==> src/rtl/fetch_stage.sv <==
// Instruction fetch stage: a PC register driving a combinational instruction
// memory, feeding a DEPTH-entry FIFO of {instr, pc} pairs toward decode.
module fetch_stage #(
    parameter logic [31:0] RESET_PC = 32'h00000000,
    parameter int          DEPTH    = 4
) (
    input  logic        clock,
    input  logic        reset,
    output logic [31:0] icache_addr,
    input  logic [31:0] icache_instr,
    input  logic        redirect_valid,
    input  logic [31:0] redirect_pc,
    output logic        dec_valid,
    input  logic        dec_ready,
    output logic [31:0] dec_instr,
    output logic [31:0] dec_pc,
    output logic [31:0] fetch_count
);

    localparam int PTR_W = $clog2(DEPTH);
    localparam int CNT_W = PTR_W + 1;
    localparam logic [CNT_W-1:0] FULL = CNT_W'(DEPTH);

    logic [31:0]      pc;
    logic [PTR_W-1:0] rd_ptr;
    logic [PTR_W-1:0] wr_ptr;
    logic [CNT_W-1:0] count;
    logic [31:0]      instr_mem [DEPTH];
    logic [31:0]      pc_mem    [DEPTH];
    logic             push;
    logic             pop;

    // Handshake: an entry transfers to decode on any cycle where dec_valid and
    // dec_ready are both high; dec_valid never looks at dec_ready.
    assign pop  = dec_valid && dec_ready;
    // A full buffer may still accept a fetch when the head leaves the same cycle.
    assign push = !redirect_valid && ((count < FULL) || pop);

    assign icache_addr = pc;
    assign dec_valid   = (count != '0);
    assign dec_instr   = instr_mem[rd_ptr];
    assign dec_pc      = pc_mem[rd_ptr];

    always_ff @(posedge clock) begin
        if (reset) begin
            pc          <= {RESET_PC[31:2], 2'b00};
            rd_ptr      <= '0;
            wr_ptr      <= '0;
            count       <= '0;
            fetch_count <= '0;
            for (int i = 0; i < DEPTH; i++) begin
                instr_mem[i] <= '0;
                pc_mem[i]    <= '0;
            end
        end else if (redirect_valid) begin
            // Flush: buffered entries are dropped, fetch_count is preserved.
            pc     <= {redirect_pc[31:2], 2'b00};
            rd_ptr <= '0;
            wr_ptr <= '0;
            count  <= '0;
        end else begin
            if (push) begin
                instr_mem[wr_ptr] <= icache_instr;
                pc_mem[wr_ptr]    <= pc;
                wr_ptr            <= wr_ptr + 1'b1;
                pc                <= pc + 32'd4;
                fetch_count       <= fetch_count + 32'd1;
            end
            if (pop) begin
                rd_ptr <= rd_ptr + 1'b1;
            end
            if (push && !pop) begin
                count <= count + 1'b1;
            end else if (pop && !push) begin
                count <= count - 1'b1;
            end
        end
    end

endmodule

==> config.mk <==
export PLATFORM = sky130hd
export DESIGN_NAME = fetch_stage
export DESIGN_NICKNAME = d
export VERILOG_FILES = /design/src/rtl/fetch_stage.sv
export SDC_FILE = /design/constraint.sdc
export NUM_CORES = 1
export LEC_CHECK = 0
export CAP_MARGIN = 15
export CORE_MARGIN = 3
export CORE_UTILIZATION = 57
export CTS_BUF_LIST = sky130_fd_sc_hd__clkbuf_4 sky130_fd_sc_hd__clkbuf_8
export DETAILED_ROUTE_END_ITERATION = 6
export PLACE_DENSITY = 0.85
export SLEW_MARGIN = 20
export SYNTH_ARGS = -nofsm -noshare
export SYNTH_HDL_FRONTEND = slang
export SYNTH_SLANG_ARGS = --single-unit
==> constraint.sdc <==
create_clock -name clock -period 6.32 [get_ports clock]
set_input_delay 1.264 -clock clock [delete_from_list [all_inputs] [get_ports clock]]
set_output_delay 1.264 -clock clock [all_outputs]
set_load 0.02 [all_outputs]
# ---- Yosys cells after proc, flatten, opt, wreduce, memory -nomap -nowiden
# Memory sizes are Yosys's and may differ from the RTL's. A register that Yosys moved wholly into a read port is not among the register bits.
# Cells that the tools add are included.
dict set report classes {
  add_sub_neg 6
  order_cmp 1
  n_mux 20
  bitwise 1
  reduce_logical 15
}
# op count
set op_table {}
lappend op_table {{$mux W32} 4}
lappend op_table {{$reduce_or A32 Y1} 2}
lappend op_table {{$add A32 B1 Y32 const B} 1}
lappend op_table {{$add A32 B3 Y32 const B} 1}
lappend op_table {{$mux W2} 6}
lappend op_table {{$mux W1} 8}
lappend op_table {{$mux W3} 2}
lappend op_table {{$add A2 B1 Y2 const B} 2}
lappend op_table {{$logic_and A1 B1 Y1} 4}
lappend op_table {{$reduce_bool A2 Y1} 2}
lappend op_table {{$add A3 B1 Y3 const B} 1}
lappend op_table {{$logic_not A1 Y1} 3}
lappend op_table {{$lt A3 B3 Y1 const B} 1}
lappend op_table {{$reduce_bool A3 Y1} 1}
lappend op_table {{$sub A3 B1 Y3 const B} 1}
lappend op_table {{$reduce_and A2 Y1} 1}
lappend op_table {{$reduce_or A2 Y1} 1}
lappend op_table {{$logic_or A1 B1 Y1} 1}
lappend op_table {{$not A1 Y1} 1}
dict set report totals {
  ff_bits 71
  ram_bits 256
  out_inout_bits 129
  elab_cells 51
  memories 2
}
# name words word_bits rd rd_clocked_by_memory_dff write_ports line_no
set memory_table {}
lappend memory_table {instr_mem 4 32 1 1 4 28} ;# logic [31:0] instr_mem [DEPTH];
lappend memory_table {pc_mem 4 32 1 1 4 29} ;# logic [31:0] pc_mem [DEPTH];

# ---- Depth between registers and ports, before layout
dict set report depth {
  depth_word 10
  ltp_mapped 9
}

# ---- Worst setup path after synthesis
# OpenSTA, ideal clock, no wires.
dict set report synth_path {
  path_type {input-to-reg}
  from {input dec_ready}
  to {memory instr_mem[1][0], enable pin}
  t_arrival_ns 4.890
  required_ns 5.825
  slack_ns 0.935
  path_stages 5
  cell_sequence {nor2b_1 > clkbuf_1 > nor2_1 > nand2_1 > o21bai_1}
}
# element line_no
set synth_lines {}
lappend synth_lines {{start: declaration} 14} ;# input logic dec_ready,
lappend synth_lines {{end: declaration} 28}

==> key figures <==
Clock network
  • CTS tree: built
  • CTS H-Tree Depth: 2
  • Clock tree buffer depth: 3
  • Worst-Skew Late Latency: 560 ps
  • Total CTS buffers: 51
  • CTS Root Cell: clkbuf_8
  • Clock-pin slew on the worst setup and hold paths: 60 ps
  • Setup repair bufs after CTS: 0
  • Hold buffer count at cts: 0
  • Post_cts resized: 0
  • CTS sink count: 319

Drt
  • Final WL: 32900 um
  • Initial detailed-routing violation count: 540
  • Number of routed nets with antenna violations: 0
  • Remaining DRCs: 0
  • Routed wire per std cell: 20.8 um
  • First-pass detailed-route iteration total: 5
  • Via density: 5.66
  • Number of vias in the routed layout: 8936

Placement
  • Placed Area: 0.0163 mm^2
  • Final GP Congestion: 0.794
  • Port Buf Inserts: 190
  • Hpwl dp: 19500 um

Final layout
  • N_diodes: 0
  • Fin nets: 1285
  • Share of cells above drive strength 1: 14.7%
  • Commonest non-fill, non-tap cells in the layout: and2_1 (249), edfxtp_1 (248), clkdlybuf4s50_1 (189)
  • Design Area, Final: 0.0173 mm^2
  • Fillcell total: 1681
  • Most common cell after layout, fill and taps aside: and2_1
  • Area grow syn2layout: 22.0%

Floorplanning
  • Die span in x: 164 um
  • Chip height: 164 um
  • Io pins: 197
  • Rows: 57
  • Initial cell density of the core: 58.3%
  • Die ar.: 0.0269 mm^2
  • CORE AREA: 0.0244 mm^2

Timing
  • Hold slack: 487 ps
  • Period Utilization, post-route: 70.8%
  • F_max: 0.224 GHz
  • Post-route minimum period: 4470 ps
  • RSZ-0062 raised after global routing: no
  • Skew final: 15.1 ps
  • Final setup vio count: 0
  • Setup_tns: 0 ps
  • Worst-margin pin slew: 1090 ps
  • Slew Limit Fails: 0
  • Hold Vio Cnt, Final: 0
  • Slew HR: 27.1%

Job
  • Max_cap viols: 0

Pwr
  • Pleak: 6.15 nW
  • Maximum vdd ir drop: 0.169 mV
  • PwrDens: 267 mW/mm^2

Logic synthesis
  • Primary FF master, synth: edfxtp_1
  • Post-Syn Instances: 1026
  • Async SR Flop Fraction: 0%
  • Yosys reg bits: 319
  • Number of synthesized flops with an enable pin: 248
  • Netlist cell types: 49
  • Yosys warning count: 0
  • Synth Cell Area: 0.0142 mm^2
  • Sequential area share after synthesis: 62.4%
  • Mean Syn Cell Area: 13.9 um^2

Worst setup path
  • CP startpoint kind: flip-flop
  • R2R setup slack: 3330 ps
  • Critical path capture point type: output pin
  • CP endpoint: dec_instr[31]
  • R2R depth: 6
  • Worst reg2reg endpoint: instr_mem[1][3]$_SDFFCE_PN0P_
  • WP data arrival: 3210 ps
  • WP data required: 5060 ps
  • Kind of critical path: reg -> out
  • Reg-to-reg startpoint: count[2]$_SDFFE_PP0P_
  • Max FO, Critical Path: 42

GRT
  • First-pass GRT wire length: 51100 um
  • Number of global-route vias before repair: 9381
  • Gr ovfl total: 0
  • Initial antenna violation count: 1
  • Largest net degree at the start of global routing: 67
  • Tot GR Track Use: 24.7%

Hold path
  • Path category of the worst min-delay check: reg -> reg

Status
  • Status: finished clean
[state kept, by name (all words and copies together), names as in the netlist, named ones only]
| name | flops |
|---|---|
| pc_mem | 120 |
| instr_mem | 128 |
| wr_ptr | 2 |
| count | 3 |
| icache_addr | 30 |
| fetch_count | 32 |
| rd_ptr | 2 |
[power breakdown]
part | total (W) | internal (W) | switching (W) | leakage, nW
combinational | 0.000482 | 0.000232 | 0.000251 | 2.45
sequential | 0.00244 | 0.00237 | 0.0000720 | 3.16
clock | 0.00171 | 0.000916 | 0.000790 | 0.536
[cell usage after synthesis (all sizes together) (3+ instances only)]
cell type	number	share of area (%)
a211oi	18	0.99
a21oi	14	0.49
a31oi	3	0.13
and2	254	11
and3	11	0.48
and4	6	0.38
buf	18	0.81
clkbuf	55	1.8
dfxtp	71	10
edfxtp	248	52
ha	3	0.26
inv	4	0.11
mux4	62	9.8
nand2	29	0.77
nand3	25	0.88
nand4	24	1.2
nor2	62	1.6
nor3	9	0.32
nor3b	3	0.23
nor4	8	0.44
o21ai	7	0.25
o22ai	7	0.31
or2	4	0.19
or3	7	0.31
xnor2	27	1.7
xor2	34	2.1
[logic make-up after synthesis]
family,count (synthesis),synth area share (%)
XOR/XNOR,61,3.76
AO/OA/AOI/OAI,51,2.28
AND/OR/NAND/NOR,448,18.4
adder cells (fa/ha/maj),4,0.405
buffers and inverters,78,2.77
other,1,0.0264
multiplexers,64,9.97
flip-flops,319,62.4
[how the worst min path moves through the flow]
stage                                  from                           end  cells past startpoint
2_1_floorplan         count[2]$_SDFFE_PP0P_         count[2]$_SDFFE_PP0P_                      2
3_3_place_gp   fetch_count[31]$_SDFFE_PP0P_  fetch_count[31]$_SDFFE_PP0P_                      2
3_5_place_dp   fetch_count[31]$_SDFFE_PP0P_  fetch_count[31]$_SDFFE_PP0P_                      2
4_1_cts        fetch_count[31]$_SDFFE_PP0P_  fetch_count[31]$_SDFFE_PP0P_                      2
5_1_grt        fetch_count[27]$_SDFFE_PP0P_  fetch_count[27]$_SDFFE_PP0P_                      2
6_report       fetch_count[31]$_SDFFE_PP0P_  fetch_count[31]$_SDFFE_PP0P_                      2
[final cells by class]
| type | instances | area (um^2) | share of cell area, % |
|---|---|---|---|
| Clock buffer | 75 | 901 | 5.19 |
| Timing Repair Buffer | 204 | 2030 | 11.7 |
| Sequential cell | 319 | 8880 | 51.2 |
| Clock inverter | 21 | 96.3 | 0.556 |
| Multi-Input combinational cell | 632 | 5010 | 28.9 |
| Tap cell | 324 | 405 | 2.34 |
| Inverter | 5 | 18.8 | 0.108 |
[per-stage QoR]
stage               cells  power [W]  setup WS, ps  utilization, %
floorplan            1029    0.00273           935               -
global placement     1482    0.00295          1840            66.8
detailed placement   1482    0.00297          1760            66.8
CTS                  1578    0.00466          1740            70.9
global route         1580    0.00481          1620            71.1
finish               1580    0.00463          1850            71.1
[routing by layer]
metal	vias up	share of wire [%]	global-route usage [%]	wire, um
met1	4379	40	31.1	13000
met3	75	8.5	6.78	2800
li1	4098	-	-	-
met5	-	0.040	0	13
met2	382	49	41.5	16200
met4	2	2.6	8.50	848
[worst max-delay path: stages, from the launching register on]
cell             delay, ps
dfxtp_4                950
buf_4                  520
mux4_2                 590
clkdlybuf4s50_1        560
(Power assumes the default switching activity.)
